===== config.mk =====
export PLATFORM = sky130hd
export DESIGN_NAME = reg_file_mp
export DESIGN_NICKNAME = d
export VERILOG_FILES = /design/src/rtl/reg_file_mp.sv
export SDC_FILE = /design/constraint.sdc
export NUM_CORES = 2
export LEC_CHECK = 0
export CAP_MARGIN = 20
export CORE_MARGIN = 3
export CORE_UTILIZATION = 40
export DETAILED_ROUTE_END_ITERATION = 10
export GPL_TIMING_DRIVEN = 0
export RECOVER_POWER = 25
export SETUP_SLACK_MARGIN = 0.05
export SLEW_MARGIN = 5
export SYNTH_ARGS = -nofsm -noshare
export SYNTH_HDL_FRONTEND = slang
export SYNTH_SLANG_ARGS = --single-unit

===== constraint.sdc =====
create_clock -name clk -period 27.9 [get_ports clk]
set_clock_uncertainty 0.15 [all_clocks]
set_input_delay 8.37 -clock clk [delete_from_list [all_inputs] [get_ports clk]]
set_output_delay 8.37 -clock clk [all_outputs]
set_load 0.005 [all_outputs]

===== src/rtl/reg_file_mp.sv =====
// rtl/reg_file_mp.sv - multi-port register file with busy scoreboard (optional REGFILE_BYPASS_EN forwarding)
module reg_file_mp #(
  parameter int DATA_W = 32,
  parameter int DEPTH  = 32,
  parameter int N_RD   = 2,
  parameter int N_WR   = 2
) (
  input  logic                             clk,
  input  logic                             nrst,
  input  logic [N_RD-1:0]                  rd_en,
  input  logic [N_RD*$clog2(DEPTH)-1:0]    rd_addr,
  output logic [N_RD*DATA_W-1:0]           rd_data,
  output logic [N_RD-1:0]                  rd_busy,
  input  logic [N_WR-1:0]                  wr_en,
  input  logic [N_WR*$clog2(DEPTH)-1:0]    wr_addr,
  input  logic [N_WR*DATA_W-1:0]           wr_data,
  input  logic                             rsv_en,
  input  logic [$clog2(DEPTH)-1:0]         rsv_addr,
  output logic [$clog2(DEPTH):0]           busy_cnt
);

  localparam int AW = $clog2(DEPTH);
  localparam logic [AW:0] CNT_ONE = (AW+1)'(1);

  logic [DATA_W-1:0] mem [DEPTH];
  logic [DEPTH-1:0]  busy;
  logic [DEPTH-1:0]  wr_hit;
  logic [DEPTH-1:0]  rsv_hit;
  logic [DATA_W-1:0] wr_val [DEPTH];
  logic              set_new;
  logic [AW:0]       clr_cnt;
  logic [AW:0]       cnt_nxt;

  // Per-register write decode; later ports overwrite earlier ones so the highest index wins. Register 0 is never hit.
  always_comb begin
    wr_hit  = '0;
    rsv_hit = '0;
    for (int r = 0; r < DEPTH; r++) begin
      wr_val[r] = '0;
    end
    for (int r = 1; r < DEPTH; r++) begin
      for (int w = 0; w < N_WR; w++) begin
        if (wr_en[w] && (wr_addr[w*AW +: AW] == AW'(r))) begin
          wr_hit[r] = 1'b1;
          wr_val[r] = wr_data[w*DATA_W +: DATA_W];
        end
      end
      rsv_hit[r] = rsv_en && (rsv_addr == AW'(r));
    end
  end

  // Busy counter delta: one newly-set bit at most, minus every busy bit cleared by a write that is not re-reserved.
  always_comb begin
    set_new = |(rsv_hit & ~busy);
    clr_cnt = '0;
    for (int r = 0; r < DEPTH; r++) begin
      if (busy[r] && wr_hit[r] && !rsv_hit[r]) begin
        clr_cnt = clr_cnt + CNT_ONE;
      end
    end
    cnt_nxt = busy_cnt + {{AW{1'b0}}, set_new} - clr_cnt;
  end

  // Register storage; reset clears everything without waiting for a clock.
  always_ff @(posedge clk or negedge nrst) begin
    if (!nrst) begin
      for (int r = 0; r < DEPTH; r++) begin
        mem[r] <= '0;
      end
    end else begin
      for (int r = 0; r < DEPTH; r++) begin
        if (wr_hit[r]) begin
          mem[r] <= wr_val[r];
        end
      end
    end
  end

  // Scoreboard bits and population counter; a reservation overrides a same-cycle clear (new producer wins).
  always_ff @(posedge clk or negedge nrst) begin
    if (!nrst) begin
      busy     <= '0;
      busy_cnt <= '0;
    end else begin
      busy     <= (busy & ~wr_hit) | rsv_hit;
      busy_cnt <= cnt_nxt;
    end
  end

  // Combinational read ports; forwarding is gated by reset so outputs stay 0 while nrst is low.
  always_comb begin
    logic [AW-1:0] a;
    rd_data = '0;
    rd_busy = '0;
    a       = '0;
    for (int p = 0; p < N_RD; p++) begin
      a = rd_addr[p*AW +: AW];
      if (rd_en[p]) begin
        rd_data[p*DATA_W +: DATA_W] = mem[a];
        rd_busy[p]                  = (a != '0) && busy[a];
`ifdef REGFILE_BYPASS_EN
        if (nrst && wr_hit[a]) begin
          rd_data[p*DATA_W +: DATA_W] = wr_val[a];
          rd_busy[p]                  = rsv_hit[a];
        end
`endif
      end
    end
  end

endmodule


==> run summary <==
The capturing element type of the critical path is a flip-flop. The worst-case IR drop observed on VDD is 57.1 uV. Including well taps, the total number of placed cells is 8,935. The total of fill cells in the finished design is 15,800. In this run, synthesis inferred 0 flip-flops with an integrated enable. The wire length after detailed routing came out at 350 mm. In the routed design, unresolved DRC markers number 0. The headroom to the max-slew limit is -4.83. The total clock sinks came out at 1,029. Among the stages of the critical path, the cell type that occurs most often is sky130_fd_sc_hd__ha_1. The delay contributed by the slowest stage of the critical path is 0.64 ns. The commonest cells after synthesis are 1,029 x sky130_fd_sc_hd__dfrtp_1, 973 x sky130_fd_sc_hd__mux2i_1, 808 x sky130_fd_sc_hd__nor2_1.

The via count of the first global-routing pass is 60,600. The number of antenna violations at the first check in global routing came out at 30. The number of optimization iterations in the first detailed-route pass is 9. The portion of the post-synthesis area used by sequential elements came out at 0.376.

The synthesis-to-finish area growth is 16.8%. Using the TritonRoute via totals, the vias-per-cell ratio works out to 6.87. Counting flops and latches in the post-synthesis netlist gives 1,029. The smallest hold slack is 0.354 ns.

The die width is 420 um. The root cell of the clock tree is sky130_fd_sc_hd__clkbuf_16. The CTS clock-pin slew for the worst setup and hold paths came out at 0.05 ns. The checks that failed: max-capacitance violations, max-slew violations.

Counting instances, the worst hold path has a depth of 1. The number of buffers inserted by port buffering is 154. The hold buffer count at cts is 0. The global-route usage over all layers came out at 0.391.

The setup violation total in the final timing report came out at 0. The total nets after synthesis is 6,576. The final-report hold violation count came out at 0. The share of layout cells above drive strength 1 is 0.169. Summed over all instances, the cell type with the most area after synthesis is sky130_fd_sc_hd__dfrtp_1. In the final design database the tool counted 7,025 nets. The I/O pin total is 168. Entering global routing, the biggest net connects 156 pins. The share of synthesized registers carrying an async set or reset came out at 1.00.

The leakage power summed over all cells came out at 38.0 nW. The count of max-cap constraint violations is 5. The worst setup path is launched from a primary input. The average wire per cell in the routed design came out at 37.9 um. The synthesized instance count came out at 6,437. The number of routed nets with antenna violations is 0. The CTS buffer count came out at 119. Of all nets on the critical path, the largest fanout is 10. The count of synthesis-stage warnings from yosys came out at 0. Sorting the synthesized cells by area gives the leading types as sky130_fd_sc_hd__dfrtp_1 38%, sky130_fd_sc_hd__mux4_2 19%, sky130_fd_sc_hd__mux2i_1 14%. The count of cells along the worst register-to-register path is 85. The area share of the largest cell type after synthesis came out at 0.376.

The tightest min-delay check is of the reg -> reg type. The placement-stage worst setup slack is -0.889 ns. At the later pin of the worst-skew pair, clock insertion delay measures 0.80 ns.

The wire length of the first global-routing pass came out at 478 mm. The last weighted congestion value of the routability-driven placer came out at 1.01. The mean post-synth cell area came out at 10.6 sq um. The total power density per cell area came out at 69.6 nW/um^2.

The initial core utilization is 0.404. Measured along the y axis, the die boundary spans 420 um. The placeable core region is 170,000 sq um. On the critical path, the stage with the largest delay is an instance of sky130_fd_sc_hd__clkdlybuf4s50_1. The die outline area came out at 176,000 sq um.

The count of different cell masters after synthesis came out at 86. The HPWL reported at the end of detailed placement came out at 252 mm. Based on the critical path, the design can be clocked at up to 37.6 MHz. The H-tree depth came out at 3.

The detailed router finished its first iteration with 10,500 violations. The total power is 5.56 mW. TritonCTS built the clock tree. The slew of the pin with the lowest slew margin is 8.75 ns. The deepest clock path buffer count is 3.

After floorplanning, the core was divided into 151 placement rows. The final critical delay including setup and external delays is 26.59 ns. sky130_fd_sc_hd__dfrtp_1 is the most common cell in the netlist. The final number of max-transition violations is 630.

The final core utilization is 0.471. The global route total overflow is 0. STA puts the critical path data arrival time at 27.17 ns. The run finished, with violations left.

The post-synth design cell area came out at 68,500 sq um. Excluding fillers, the count of instances in the completed layout stands at 9,252. The critical setup path kind is in -> reg.

Dividing the final minimum period by the clock period gives 0.953. The most used flip-flop cell after synthesis is sky130_fd_sc_hd__dfrtp_1. Across all setup checks in the final design, the least slack found is 1.31 ns. The required time of the critical path came out at 28.47 ns.

The routed via count is 63,600.
[timing repair]
| action | CTS | global route |
|---|---|---|
| setup endpoints to repair | 1 | 5 |
| endpoints found under the hold margin | 0 | 0 |
| pin swaps | 0 | 5 |
| resized for setup | 3 | 32 |
| gates cloned | 0 | 0 |
| buffers inserted | 0 | 4 |
[where the power goes]
part | switching [mW] | internal (mW)
Sequential | 0.336 | 1.90
Clock | 0.733 | 0.995
Combinational | 0.738 | 0.861
[through the flow]
step | setup TNS (ns) | instance area [sq um]
after global routing | -0.0155 | 79900
after floorplan | 0 | 68500
after CTS | 0 | 79100
after detailed placement | -2.92 | 74900
final | 0 | 80000
after global placement | - | 72800
[registers in the layout, indices dropped and copies added, names as in the netlist]
| register | flops |
|---|---|
| busy | 31 |
| busy_cnt | 6 |
| mem | 992 |
[layout make-up]
cell class                 instances  area [sq um]  area share
multi-input combinational       4656         40000       0.501
sequential                      1029         25700       0.322
timing repair buffer             328          4140      0.0518
clock buffer                     177          3650      0.0456
buffer                           721          2790      0.0348
tap                             2218          2780      0.0347
clock inverter                    46           601     0.00751
inverter                          31           116     0.00145
antenna                           46           115     0.00144
[layer usage]
metal | global-route usage | vias to the layer above | share of wire | routed length (um)
met5 | 0.0278 | - | 0.0019 | 673
met1 | 0.462 | 31800 | 0.34 | 120000
li1 | - | 24600 | - | -
met2 | 0.542 | 5614 | 0.41 | 144000
met4 | 0.305 | 28 | 0.094 | 33000
met3 | 0.186 | 1592 | 0.15 | 52900
[worst max-delay path: cells and delay by family]
kind	cells	cell delay (ns)
adder cells (fa/ha/maj)	18	5.56
AO/OA/AOI/OAI	24	4.26
XOR/XNOR	15	2.85
AND/OR/NAND/NOR	19	2.53
multiplexers	9	2.25
buffers and inverters	5	1.30
[cells in the final DEF, fill, tap and decap left out, types with 28 or more instances in the layout]
master	synthesis	routed
sky130_fd_sc_hd__clkbuf_16	0	120
sky130_fd_sc_hd__o211a_1	64	64
sky130_fd_sc_hd__a31oi_1	40	39
sky130_fd_sc_hd__o21ai_0	327	322
sky130_fd_sc_hd__ha_1	42	41
sky130_fd_sc_hd__a21oi_1	752	752
sky130_fd_sc_hd__clkbuf_1	567	562
sky130_fd_sc_hd__nand2_1	461	459
sky130_fd_sc_hd__mux4_2	592	592
sky130_fd_sc_hd__clkbuf_8	0	43
sky130_fd_sc_hd__nand2b_1	77	77
sky130_fd_sc_hd__buf_1	145	117
sky130_fd_sc_hd__diode_2	0	46
sky130_fd_sc_hd__mux2i_1	973	973
sky130_fd_sc_hd__buf_6	0	42
sky130_fd_sc_hd__buf_2	9	38
sky130_fd_sc_hd__mux2_2	75	75
sky130_fd_sc_hd__nor2_1	808	804
sky130_fd_sc_hd__clkdlybuf4s50_1	0	150
sky130_fd_sc_hd__inv_1	28	28
sky130_fd_sc_hd__buf_8	0	105
sky130_fd_sc_hd__xnor2_1	68	65
sky130_fd_sc_hd__dfrtp_1	1029	1029
sky130_fd_sc_hd__a22o_1	66	66
[cell families after synthesis]
family          share of synthesized area
compound gates                      0.114
xor+xnor                           0.0201
fa+ha+maj                         0.00797
buf+inv                            0.0414
flops                               0.376
mux                                 0.350
other cells                     0.0000548
simple gates                       0.0905
[path summary, 6_finish.rpt]
path                                        from                    end  slack (ns)
max                                   wr_addr[1]  busy_cnt[5]$_DFF_PN0_        1.31
min                        busy_cnt[0]$_DFF_PN0_  busy_cnt[0]$_DFF_PN0_        0.35
max reg2reg                    busy[1]$_DFF_PN0_  busy_cnt[5]$_DFF_PN0_       10.10
min reg2reg                busy_cnt[0]$_DFF_PN0_  busy_cnt[0]$_DFF_PN0_        0.35
max in group asynchronous                   nrst   mem[977]$_DFFE_PN0N_        8.74
min in group asynchronous                   nrst  busy_cnt[0]$_DFF_PN0_        8.78
(Power assumes the default switching activity.)
